===== src/rtl/uart_rx.sv =====
// uart_rx: oversampling UART receiver with 3-sample mid-bit majority vote, optional parity and stop checking.
//   CLK        : oversampling clock, rising edge
//   RST        : asynchronous active-low reset
//   RX_IN      : serial line, idle high, already synchronized to CLK
//   Prescale   : clocks per bit (8, 16 or 32), latched at start detection
//   PAR_EN     : parity bit present after the data, latched at start detection
//   PAR_TYP    : 0 even / 1 odd parity, latched at start detection
//   P_DATA     : last good byte, held between frames
//   Data_Valid : one-cycle pulse when P_DATA takes a new good byte
//   PAR_ERR    : one-cycle pulse on parity mismatch
//   STP_ERR    : one-cycle pulse when the stop bit is sampled 0
module uart_rx (
    input  logic       CLK,
    input  logic       RST,
    input  logic       RX_IN,
    input  logic [5:0] Prescale,
    input  logic       PAR_EN,
    input  logic       PAR_TYP,
    output logic [7:0] P_DATA,
    output logic       Data_Valid,
    output logic       PAR_ERR,
    output logic       STP_ERR
);
    localparam logic [2:0] IDLE   = 3'd0;
    localparam logic [2:0] START  = 3'd1;
    localparam logic [2:0] DATA   = 3'd2;
    localparam logic [2:0] PARITY = 3'd3;
    localparam logic [2:0] STOP   = 3'd4;

    logic [2:0] r_state;
    logic [5:0] r_edge_cnt;
    logic [2:0] r_bit_cnt;
    logic [2:0] r_smp;
    logic [7:0] r_shift;
    logic [5:0] r_presc;
    logic       r_par_en;
    logic       r_par_typ;
    logic       r_par_bad;

    logic [5:0] w_half;
    logic       w_last;
    logic       w_in_win;
    logic       w_maj;

    assign w_half   = r_presc >> 1;
    assign w_last   = r_edge_cnt == r_presc - 6'd1;
    // Three consecutive samples centred on mid-bit: P/2-1, P/2, P/2+1.
    assign w_in_win = (r_edge_cnt >= w_half - 6'd1) && (r_edge_cnt <= w_half + 6'd1);
    assign w_maj    = (r_smp[0] & r_smp[1]) | (r_smp[0] & r_smp[2]) | (r_smp[1] & r_smp[2]);

    always_ff @(posedge CLK or negedge RST) begin
        if (!RST) begin
            r_state    <= IDLE;
            r_edge_cnt <= '0;
            r_bit_cnt  <= '0;
            r_smp      <= '0;
            r_shift    <= '0;
            r_presc    <= '0;
            r_par_en   <= 1'b0;
            r_par_typ  <= 1'b0;
            r_par_bad  <= 1'b0;
            P_DATA     <= '0;
            Data_Valid <= 1'b0;
            PAR_ERR    <= 1'b0;
            STP_ERR    <= 1'b0;
        end else begin
            Data_Valid <= 1'b0;
            PAR_ERR    <= 1'b0;
            STP_ERR    <= 1'b0;
            if (r_state == IDLE) begin
                r_edge_cnt <= '0;
                r_bit_cnt  <= '0;
                if (!RX_IN) begin
                    r_state   <= START;
                    r_presc   <= Prescale;
                    r_par_en  <= PAR_EN;
                    r_par_typ <= PAR_TYP;
                    r_par_bad <= 1'b0;
                end
            end else begin
                r_edge_cnt <= w_last ? 6'd0 : r_edge_cnt + 6'd1;
                if (w_in_win)
                    r_smp <= {r_smp[1:0], RX_IN};
                if (w_last) begin
                    case (r_state)
                        START:
                            r_state <= w_maj ? IDLE : DATA;
                        DATA: begin
                            r_shift   <= {w_maj, r_shift[7:1]};
                            r_bit_cnt <= r_bit_cnt + 3'd1;
                            if (r_bit_cnt == 3'd7)
                                r_state <= r_par_en ? PARITY : STOP;
                        end
                        PARITY: begin
                            r_par_bad <= w_maj != (^r_shift ^ r_par_typ);
                            r_state   <= STOP;
                        end
                        STOP: begin
                            STP_ERR <= !w_maj;
                            PAR_ERR <= r_par_bad;
                            if (w_maj && !r_par_bad) begin
                                P_DATA     <= r_shift;
                                Data_Valid <= 1'b1;
                            end
                            r_state <= IDLE;
                        end
                        default:
                            r_state <= IDLE;
                    endcase
                end
            end
        end
    end
endmodule

===== config.mk =====
export PLATFORM = sky130hd
export DESIGN_NAME = uart_rx
export DESIGN_NICKNAME = d
export VERILOG_FILES = /design/src/rtl/uart_rx.sv
export SDC_FILE = /design/constraint.sdc
export NUM_CORES = 1
export LEC_CHECK = 0
export CORE_MARGIN = 2
export CORE_UTILIZATION = 35
export CTS_CLUSTER_DIAMETER = 80
export CTS_CLUSTER_SIZE = 20
export DETAILED_ROUTE_END_ITERATION = 8
export PLACE_DENSITY = 0.59
export SLEW_MARGIN = 20
export SYNTH_ARGS = -nofsm -noshare
export SYNTH_HDL_FRONTEND = slang
export SYNTH_SLANG_ARGS = --single-unit

===== constraint.sdc =====
create_clock -name CLK -period 5.6 [get_ports CLK]
set_input_delay 1.12 -clock CLK [delete_from_list [all_inputs] [get_ports CLK]]
set_output_delay 1.12 -clock CLK [all_outputs]
set_load 0.05 [all_outputs]

==> flow_summary.toml, run 1 <==
[die]
die_area_mm2 = 0.00758
core_area_mm2 = 0.00672
start_util = 0.359
rows = 30
die_w_um = 87.1
die_y_um = 87.1
ios = 22

[yosys]
synthFlopType = "dfrtp_1"
ys_seq_area_frac = 0.446
synthesis.area_mm2 = 0.00241
avgSynthCellArea_um2 = 10.7
ys_warn_count = 0
ys_types = 36
syn_nets = 254
async_flop_share = 1.00
synth-seq-cells = 43
synthTopCellsByArea = "dfrtp_1 (45%), mux2_2 (11%), ha_1 (9.3%)"
synth_top_area_share = 0.446
synth_top_area_cell = "dfrtp_1"
syn_inst = 225
synth_edf_count = 0

[critical_path]
crit_start = "r_presc[1]$_DFFE_PN0P_"
path_max_fanout = 17
cp.arrival_ns = 3.35
end_kind = "flip-flop"
crit_type = "flip-flop to flip-flop"
startpoint_type = "flip-flop"
cp.required_ns = 5.79
r2r_start = "r_presc[1]$_DFFE_PN0P_"

[clock_tree]
clock-root-buffer = "clkbuf_8"
htreeDepth = 2
clk_path_buf_depth = 2
cts_resized = 0
cts_sinks = 43
cts_tree = "built"
worst_skew_pair.late_latency_ns = 0.29
numCtsBuffers = 5
cts_hold_buf = 0
cts_setup_buffers = 0
clkTransAtPathRegs_ns = 0.09

[place]
portBuffers = 21
gp_congestion = 0.767
placed_cells = 316
dpl.hpwl_mm = 3.16

[grt]
grtUsageTotal = 0.128
grt_max_degree = 44
antenna_found_initial = 0
grt_pass1_vias = 1702
grt-ovfl-total = 0
grt_pass1_wl_mm = 7.73

[drt]
first_pass_iters = 4
totalWireLength_mm = 4.42
ant_nets = 0
vias_per_cell = 4.95
drc_errors = 0
drtIter0Drc = 33
wl_per_cell_um = 13.6
num_vias = 1610

[pwr]
clock_power_share = 0.170
vdd_drop_max_mv = 0.177
switching_share = 0.404
seqPwrFrac = 0.357
p_leak_nw = 1.26
power.density_mw_per_mm2 = 524
switchingPower_mw = 0.593
power_frac_comb = 0.473
internal-power_mw = 0.874

[timing]
setup_violations = 0
timing.fmax_mhz = 316
max_slew_margin = 0.422
worst_pin_slew_ns = 0.863
period_minus_slack_ns = 3.16
slew_viol_final = 0
rsz0062_at_grt = "false"
fin_crit_sh = 0.564
setup-tns-final_ns = 0
finClkSkew_ns = 0.00743
hold_viol_final = 0

[final_layout]
final_cell_mix = "dfrtp_1 (43), mux2_2 (23), xnor2_1 (21)"
final_common_cell = "dfrtp_1"
syn_to_final_growth_pct = 16.0
stdcell_count = 325
diodes = 0
nets = 273
drive_gt1_frac = 0.147

[run_status]
status = "finished, final reports clean"

[hold_path]
hold_path_class = "flip-flop to flip-flop"
min_from = "P_DATA[0]$_DFFE_PN0P_"

[job]
drv_cap = 0
==> layout make-up <==
type / count / area [um2]
fill: 653 / 3920
multi-input combinational: 163 / 1250
sequential: 43 / 1080
timing repair buffer: 22 / 225
tap: 80 / 100
clock buffer: 5 / 68.8
clock inverter: 3 / 47.5
inverter: 9 / 33.8
==> synth_stat cells, types with 2 or more instances <==
cell and count:
dfrtp_1 43, inv_1 9, o211ai_1 5, nor3_1 2, nor3b_1 2, clkbuf_1 5, buf_6 2, xor2_1 6
buf_2 3, nor2_1 18, nand4_1 3, o21ai_0 8, xnor2_1 21, nand2b_1 2, nand3_1 10, ha_1 18
a21oi_1 6, or3_1 2, mux2_2 23, a21o_1 4, nand2_1 18
==> worst paths after layout <==
check,slack [ns],to,depth (start not counted)
worst max-delay path,2.44,P_DATA[2]$_DFFE_PN0P_,7
worst min-delay path,0.51,P_DATA[0]$_DFFE_PN0P_,1
worst max register to register,2.44,P_DATA[2]$_DFFE_PN0P_,7
worst min register to register,0.51,P_DATA[0]$_DFFE_PN0P_,1
max in group asynchronous,4.41,r_edge_cnt[5]$_DFF_PN0_,2
min in group asynchronous,0.72,r_bit_cnt[1]$_DFFE_PN0P_,1
==> flip-flops by register name (all words and copies together) (netlist names) <==
name        flops
STP_ERR         1
r_presc         6
r_state         3
r_par_bad       1
r_par_en        1
PAR_ERR         1
Data_Valid      1
r_shift         8
r_smp           3
r_edge_cnt      6
r_par_typ       1
r_bit_cnt       3
P_DATA          8
==> cell families (layout without fill, tap and decap cells) <==
logic type                 Yosys count  after routing  synth area share
and+or+nand+nor                     64             64             0.133
DFF                                 43             43             0.446
AOI/OAI and AO/OA                   29             29            0.0772
xor gates and xnor gates            27             27            0.0979
muxes                               24             24             0.111
adders and majority gates           19             19            0.0974
buffers and inverters               19             39            0.0373
==> through the flow <==
stage                     utilization  worst slack (ns)  hold WS, ns  power [mW]  area (um2)
after floorplan                     -              3.10        0.487        1.09        2410
after global placement          0.396              2.48        0.494        1.21        2660
after detailed placement        0.396              2.41        0.496        1.23        2660
after CTS                       0.414              2.40        0.518        1.49        2780
after global routing            0.417              2.21        0.532        1.61        2800
final                           0.417              2.44        0.510        1.47        2800
==> critical path, stage by stage, from the launching register on <==
cell,delay (ns)
dfrtp_1,0.42
inv_1,0.16
ha_1,0.27
xnor2_1,0.12
or3_1,0.41
nor4_4,0.75
and4_1,0.55
mux2_2,0.38
==> per-layer routing <==
metal  wire (um)  share of wire  vias to the layer above  track usage
met1        2170           0.49                      763        0.168
li1            -              -                      822            -
met3         117          0.026                        4       0.0246
met2        2100           0.48                       21        0.213
met5           0              0                        -            0
met4          36         0.0081                        0       0.0426
==> power groups by stage <==
stage	clock, mW	combinational [mW]	sequential (mW)
after global placement	0	0.685	0.529
after CTS	0.260	0.702	0.525
after floorplan	0	0.633	0.456
after detailed placement	0	0.697	0.532
after global routing	0.270	0.793	0.544
final	0.250	0.694	0.524
Power figures use the tool's default switching activity.
==> inputs of run 2 (changes only) <==
--- a/config.mk
+++ b/config.mk
@@ -10,7 +10,7 @@
 export CTS_CLUSTER_DIAMETER = 80
 export CTS_CLUSTER_SIZE = 20
 export DETAILED_ROUTE_END_ITERATION = 8
-export PLACE_DENSITY = 0.59
+export PLACE_DENSITY = 0.61
 export SLEW_MARGIN = 20
 export SYNTH_ARGS = -nofsm -noshare
 export SYNTH_HDL_FRONTEND = slang
==> constraint.sdc (replaced) <==
create_clock -name CLK -period 2.8 [get_ports CLK]
set_input_delay 0.56 -clock CLK [delete_from_list [all_inputs] [get_ports CLK]]
set_output_delay 0.56 -clock CLK [all_outputs]
set_load 0.05 [all_outputs]
==> run 2 against run 1 <==
Cell count rose by 1.5%. Largest power group unchanged. Global-route usage up 1.1 points. Worst setup slack lost 2.3 ns. Clock skew is essentially flat. Clock power rose by 130%. Fmax increased by 20%. First-iteration DRC count grew 91%. Clock-buffer cell count up 1. Sequential share of layout area is 0.62 points lower. Non-clock buffer count up 5. Die area unchanged. Hold slack worse by 0.083 ns. Highest routed layer unchanged.
==> flow_summary.toml, run 2 (same netlist as run 1, synthesis figures left out) <==
[run_status]
status = "finished, final reports clean"

[final_layout]
syn_to_final_growth_pct = 17.9
drive_gt1_frac = 0.164
final_common_cell = "dfrtp_1"
diodes = 0
nets = 278
largestRegisters = "P_DATA (8), r_shift (8)"
final_cell_mix = "dfrtp_1 (43), mux2_2 (23), xnor2_1 (21)"

[place]
portBuffers = 21
dpl.hpwl_mm = 3.29
place_ws_ns = 0.179
gp_congestion = 0.876

[die]
die_area_mm2 = 0.00758
die_y_um = 87.1
rows = 30
ios = 22
start_util = 0.359
core_area_mm2 = 0.00672
die_w_um = 87.1

[grt]
grtUsageTotal = 0.139
grt_pass1_vias = 1657
grt_max_degree = 44
antenna_found_initial = 0
grt_pass1_wl_mm = 8.29
grt-ovfl-total = 0

[timing]
rsz0062_at_grt = "false"
worst_pin_slew_ns = 0.984
timing.fmax_mhz = 381
period_minus_slack_ns = 2.63
fin_ws_ns = 0.173
hold_viol_final = 0
fin_crit_sh = 0.938
slew_viol_final = 0
setup-tns-final_ns = 0
finClkSkew_ns = 0.00763
setup_violations = 0
max_slew_margin = 0.344

[clock_tree]
htreeDepth = 2
clk_path_buf_depth = 2
cts_setup_buffers = 0
clock-root-buffer = "clkbuf_8"
numCtsBuffers = 5
cts_tree = "built"
cts_sinks = 43
worst_skew_pair.late_latency_ns = 0.29
clkTransAtPathRegs_ns = 0.09
cts_hold_buf = 0

[critical_path]
startpoint_type = "flip-flop"
crit_type = "flip-flop to flip-flop"
cp.arrival_ns = 2.80
path_max_fanout = 16
cp.required_ns = 2.98
end_kind = "flip-flop"

[drt]
totalWireLength_mm = 4.71
ant_nets = 0
vias_per_cell = 4.98
drc_errors = 0
drtIter0Drc = 63
first_pass_iters = 4
wl_per_cell_um = 14.3
num_vias = 1644

[pwr]
p_leak_nw = 1.29
power.density_mw_per_mm2 = 1080
vdd_drop_max_mv = 0.371

[hold_path]
hold_path_class = "primary input to asynchronous set/reset pin"

[job]
drv_cap = 0
[run 2: changes by cell type in the layout (fill, tap and decap cells not counted)]
cell / before / now
buf_12: 1 / 0
buf_4: 0 / 6
bufinv_16: 1 / 2
clkbuf_1: 0 / 1
clkinv_4: 1 / 0
inv_6: 1 / 0
nor3b_1: 2 / 1
nor3b_2: 0 / 1
[run 2: cell type report]
cell class | count | area [um2]
well taps | 80 | 100
flip-flops and latches | 43 | 1080
clock inverters | 2 | 60.1
fillers | 617 | 3870
clock buffers | 6 | 72.6
repair buffers | 27 | 250
multi-input cells | 163 | 1250
inverters | 9 | 33.8
[run 2: repair_timing]
item	CTS	global route
resized for setup	0	1
endpoints found under the hold margin	0	0
endpoints found under the setup margin	0	4
[run 2: through the flow]
stage / cells / util / hold slack [ns] / instance area, um2 / power [mW]
2_1_floorplan: 225 / - / 0.264 / 2410 / 2.18
3_3_place_gp: 322 / 0.403 / 0.493 / 2710 / 2.48
3_5_place_dp: 322 / 0.403 / 0.499 / 2710 / 2.50
4_1_cts: 330 / 0.423 / 0.457 / 2840 / 3.10
5_1_grt: 330 / 0.424 / 0.485 / 2850 / 3.38
6_report: 330 / 0.424 / 0.427 / 2850 / 3.08
[run 2: path summary, 6_finish.rpt]
path	startpoint	endpoint	slack, ns	cells after the start
min in group CLK	P_DATA[3]$_DFFE_PN0P_	P_DATA[3]$_DFFE_PN0P_	0.52	1
worst max register to register	r_presc[1]$_DFFE_PN0P_	r_shift[2]$_DFFE_PN0P_	0.17	8
max in group asynchronous	RST	r_edge_cnt[4]$_DFF_PN0_	1.76	1
worst max-delay path	r_presc[1]$_DFFE_PN0P_	r_shift[2]$_DFFE_PN0P_	0.17	8
worst min-delay path	RST	PAR_ERR$_DFF_PN0_	0.43	1
worst min register to register	P_DATA[3]$_DFFE_PN0P_	P_DATA[3]$_DFFE_PN0P_	0.52	1
[run 2: metal layers]
metal  vias up  share of wire  track usage
met5         -              0            0
met4         0          0.012       0.0412
met3         4          0.031       0.0284
met2        27           0.44        0.209
met1       790           0.51        0.203
li1        823              -            -
[run 2: power breakdown]
group	total (mW)	switching (mW)	leakage [nW]	internal, mW
registers	1.04	0.256	0.547	0.786
logic	1.46	0.735	0.682	0.727
clock network	0.572	0.215	0.0654	0.357
total	3.08	1.21	1.29	1.87
[run 2: worst max-delay path, stage by stage, from the launching register on]
cell,delay [ns]
dfrtp_1,0.42
inv_1,0.14
ha_1,0.26
xnor2_1,0.12
or3_1,0.43
nor4_4,0.30
buf_4,0.25
nand3_2,0.22
mux2_2,0.36
==> inputs of run 3 (changes only) <==
--- a/config.mk
+++ b/config.mk
@@ -5,12 +5,14 @@
 export SDC_FILE = /design/constraint.sdc
 export NUM_CORES = 1
 export LEC_CHECK = 0
+export CELL_PAD_IN_SITES_DETAIL_PLACEMENT = 1
+export CELL_PAD_IN_SITES_GLOBAL_PLACEMENT = 1
 export CORE_MARGIN = 2
 export CORE_UTILIZATION = 35
 export CTS_CLUSTER_DIAMETER = 80
 export CTS_CLUSTER_SIZE = 20
 export DETAILED_ROUTE_END_ITERATION = 8
-export PLACE_DENSITY = 0.61
+export PLACE_DENSITY = 0.72
 export SLEW_MARGIN = 20
 export SYNTH_ARGS = -nofsm -noshare
 export SYNTH_HDL_FRONTEND = slang
==> run 3 against run 2 <==
Combinational power rose by 9.6%. Core utilization increased by 0.34 points. Via count rose by 4.9%. Sequential power about the same. Fmax decreased by 0.73%. Clock skew is 0.0023 ns higher.
==> flow_summary.toml, run 3 (same netlist as run 1, synthesis figures left out) <==
[clock_tree]
cts_tree = "built"
cts_sinks = 43
worst_skew_pair.late_latency_ns = 0.29
htreeDepth = 2
clkTransAtPathRegs_ns = 0.08
numCtsBuffers = 5
cts_setup_buffers = 0
cts_hold_buf = 0
clock-root-buffer = "clkbuf_8"
clk_path_buf_depth = 2

[die]
start_util = 0.359
rows = 30
die_y_um = 87.1
core_area_mm2 = 0.00672
ios = 22
die_w_um = 87.1
die_area_mm2 = 0.00758

[drt]
wl_per_cell_um = 16.0
vias_per_cell = 5.16
drc_errors = 0
first_pass_iters = 4
ant_nets = 0
totalWireLength_mm = 5.36
drtIter0Drc = 45
num_vias = 1724

[critical_path]
path_cells = "inv_1 > ha_1 > xnor2_1 > or3_1 > nor4_4 > and4_1 > buf_4 > mux2_2"
cp.required_ns = 2.99
crit_type = "flip-flop to flip-flop"
startpoint_type = "flip-flop"
end_kind = "flip-flop"
max_stage_delay_ns = 0.42
crit_start = "r_presc[1]$_DFFE_PN0P_"
path_max_fanout = 9
cp.arrival_ns = 2.83
r2r_start = "r_presc[1]$_DFFE_PN0P_"
cp_slowest_cell = "dfrtp_1"

[timing]
rsz0062_at_grt = "false"
finClkSkew_ns = 0.00997
setup-tns-final_ns = 0
hold_viol_final = 0
fin_crit_sh = 0.945
period_minus_slack_ns = 2.65
slew_viol_final = 0
timing.fmax_mhz = 378
setup_violations = 0
max_slew_margin = 0.632
worst_pin_slew_ns = 0.552

[place]
placed_cells = 327
portBuffers = 21
gp_congestion = 0.833
place_area_mm2 = 0.00275
dpl.hpwl_mm = 4.11

[pwr]
vdd_drop_max_mv = 0.322
p_leak_nw = 1.30
total_power_mw = 3.08
power.density_mw_per_mm2 = 1070

[grt]
met3_usage = 0.0256
grt_max_degree = 24
met1_usage = 0.198
grt_pass1_wl_mm = 9.13
grt-ovfl-total = 0
grtUsageTotal = 0.155
grt_pass1_vias = 1842
grt.busiest_layer = "met2"
antenna_found_initial = 0
grtUsageMet2 = 0.270

[final_layout]
syn_to_final_growth_pct = 18.8
fin_area_mm2 = 0.00287
final_cell_mix = "dfrtp_1 (43), mux2_2 (23), xnor2_1 (21)"
final_common_cell = "dfrtp_1"
diodes = 0
nets = 283
largestRegisters = "P_DATA (8), r_shift (8)"
drive_gt1_frac = 0.181
n_fill_cell = 756
stdcell_count = 334

[job]
drv_cap = 0

[hold_path]
hold_path_class = "primary input to asynchronous set/reset pin"

[run_status]
status = "finished, final reports clean"
## run 3: changes by cell type in the layout (fill, tap and decap cells not counted)
cell	previous run	this run
nand3_4	0	1
bufinv_16	2	1
clkbuf_1	1	0
buf_4	6	10
buf_6	0	1
nand3_2	1	0
clkinvlp_4	0	1
## run 3: final cells by class
cell class	instances	area (um2)	area share
repair buffers	32	292	0.102
flip-flops and latches	43	1080	0.375
multi-input cells	163	1260	0.440
clock inverters	2	37.5	0.0131
clock buffers	5	68.8	0.0240
well taps	80	100	0.0349
inverters	9	33.8	0.0118
## run 3: worst paths after layout
path / to / slack, ns / cells past startpoint
setup / recovery: P_DATA[7]$_DFFE_PN0P_ / 0.15 / 8
hold / removal: r_presc[4]$_DFFE_PN0P_ / 0.24 / 1
setup reg to reg: P_DATA[7]$_DFFE_PN0P_ / 0.15 / 8
hold reg to reg: P_DATA[0]$_DFFE_PN0P_ / 0.51 / 1
max in group asynchronous: r_shift[0]$_DFFE_PN0P_ / 1.98 / 2
min in group CLK: P_DATA[0]$_DFFE_PN0P_ / 0.51 / 1
## run 3: power breakdown
part           switching, mW  internal (mW)
clock                  0.210          0.261
sequential             0.225          0.787
combinational          0.834          0.766
total                   1.27           1.81
## run 3: per-layer routing
layer  vias up  part of all wire
met4         0             0.013
met3         8             0.017
li1        831                 -
met1       866              0.48
met5         -                 0
met2        19              0.49
## run 3: critical path: cells and delay by family (launching register included)
family                   cells  cell delay, ns
multiplexers                 1            0.35
flip-flops                   1            0.42
XOR/XNOR                     1            0.13
buffers and inverters        2            0.33
AND/OR/NAND/NOR              3            1.03
adder cells (fa/ha/maj)      1            0.27
## run 3: timing repair
action / 4_1_cts / 5_1_grt
resized for setup: 0 / 3
hold endpoints to repair: 0 / 0
endpoints found under the setup margin: 0 / 11
## run 3: stage by stage
| stage | hold slack, ns | worst slack, ns | utilization |
|---|---|---|---|
| after global routing | 0.274 | 0.0253 | 0.427 |
| after CTS | 0.258 | 0.0889 | 0.425 |
| after global placement | 0.494 | 0.170 | 0.409 |
| after detailed placement | 0.499 | 0.0983 | 0.409 |
| after floorplan | 0.264 | 0.304 | - |
| final | 0.241 | 0.153 | 0.427 |
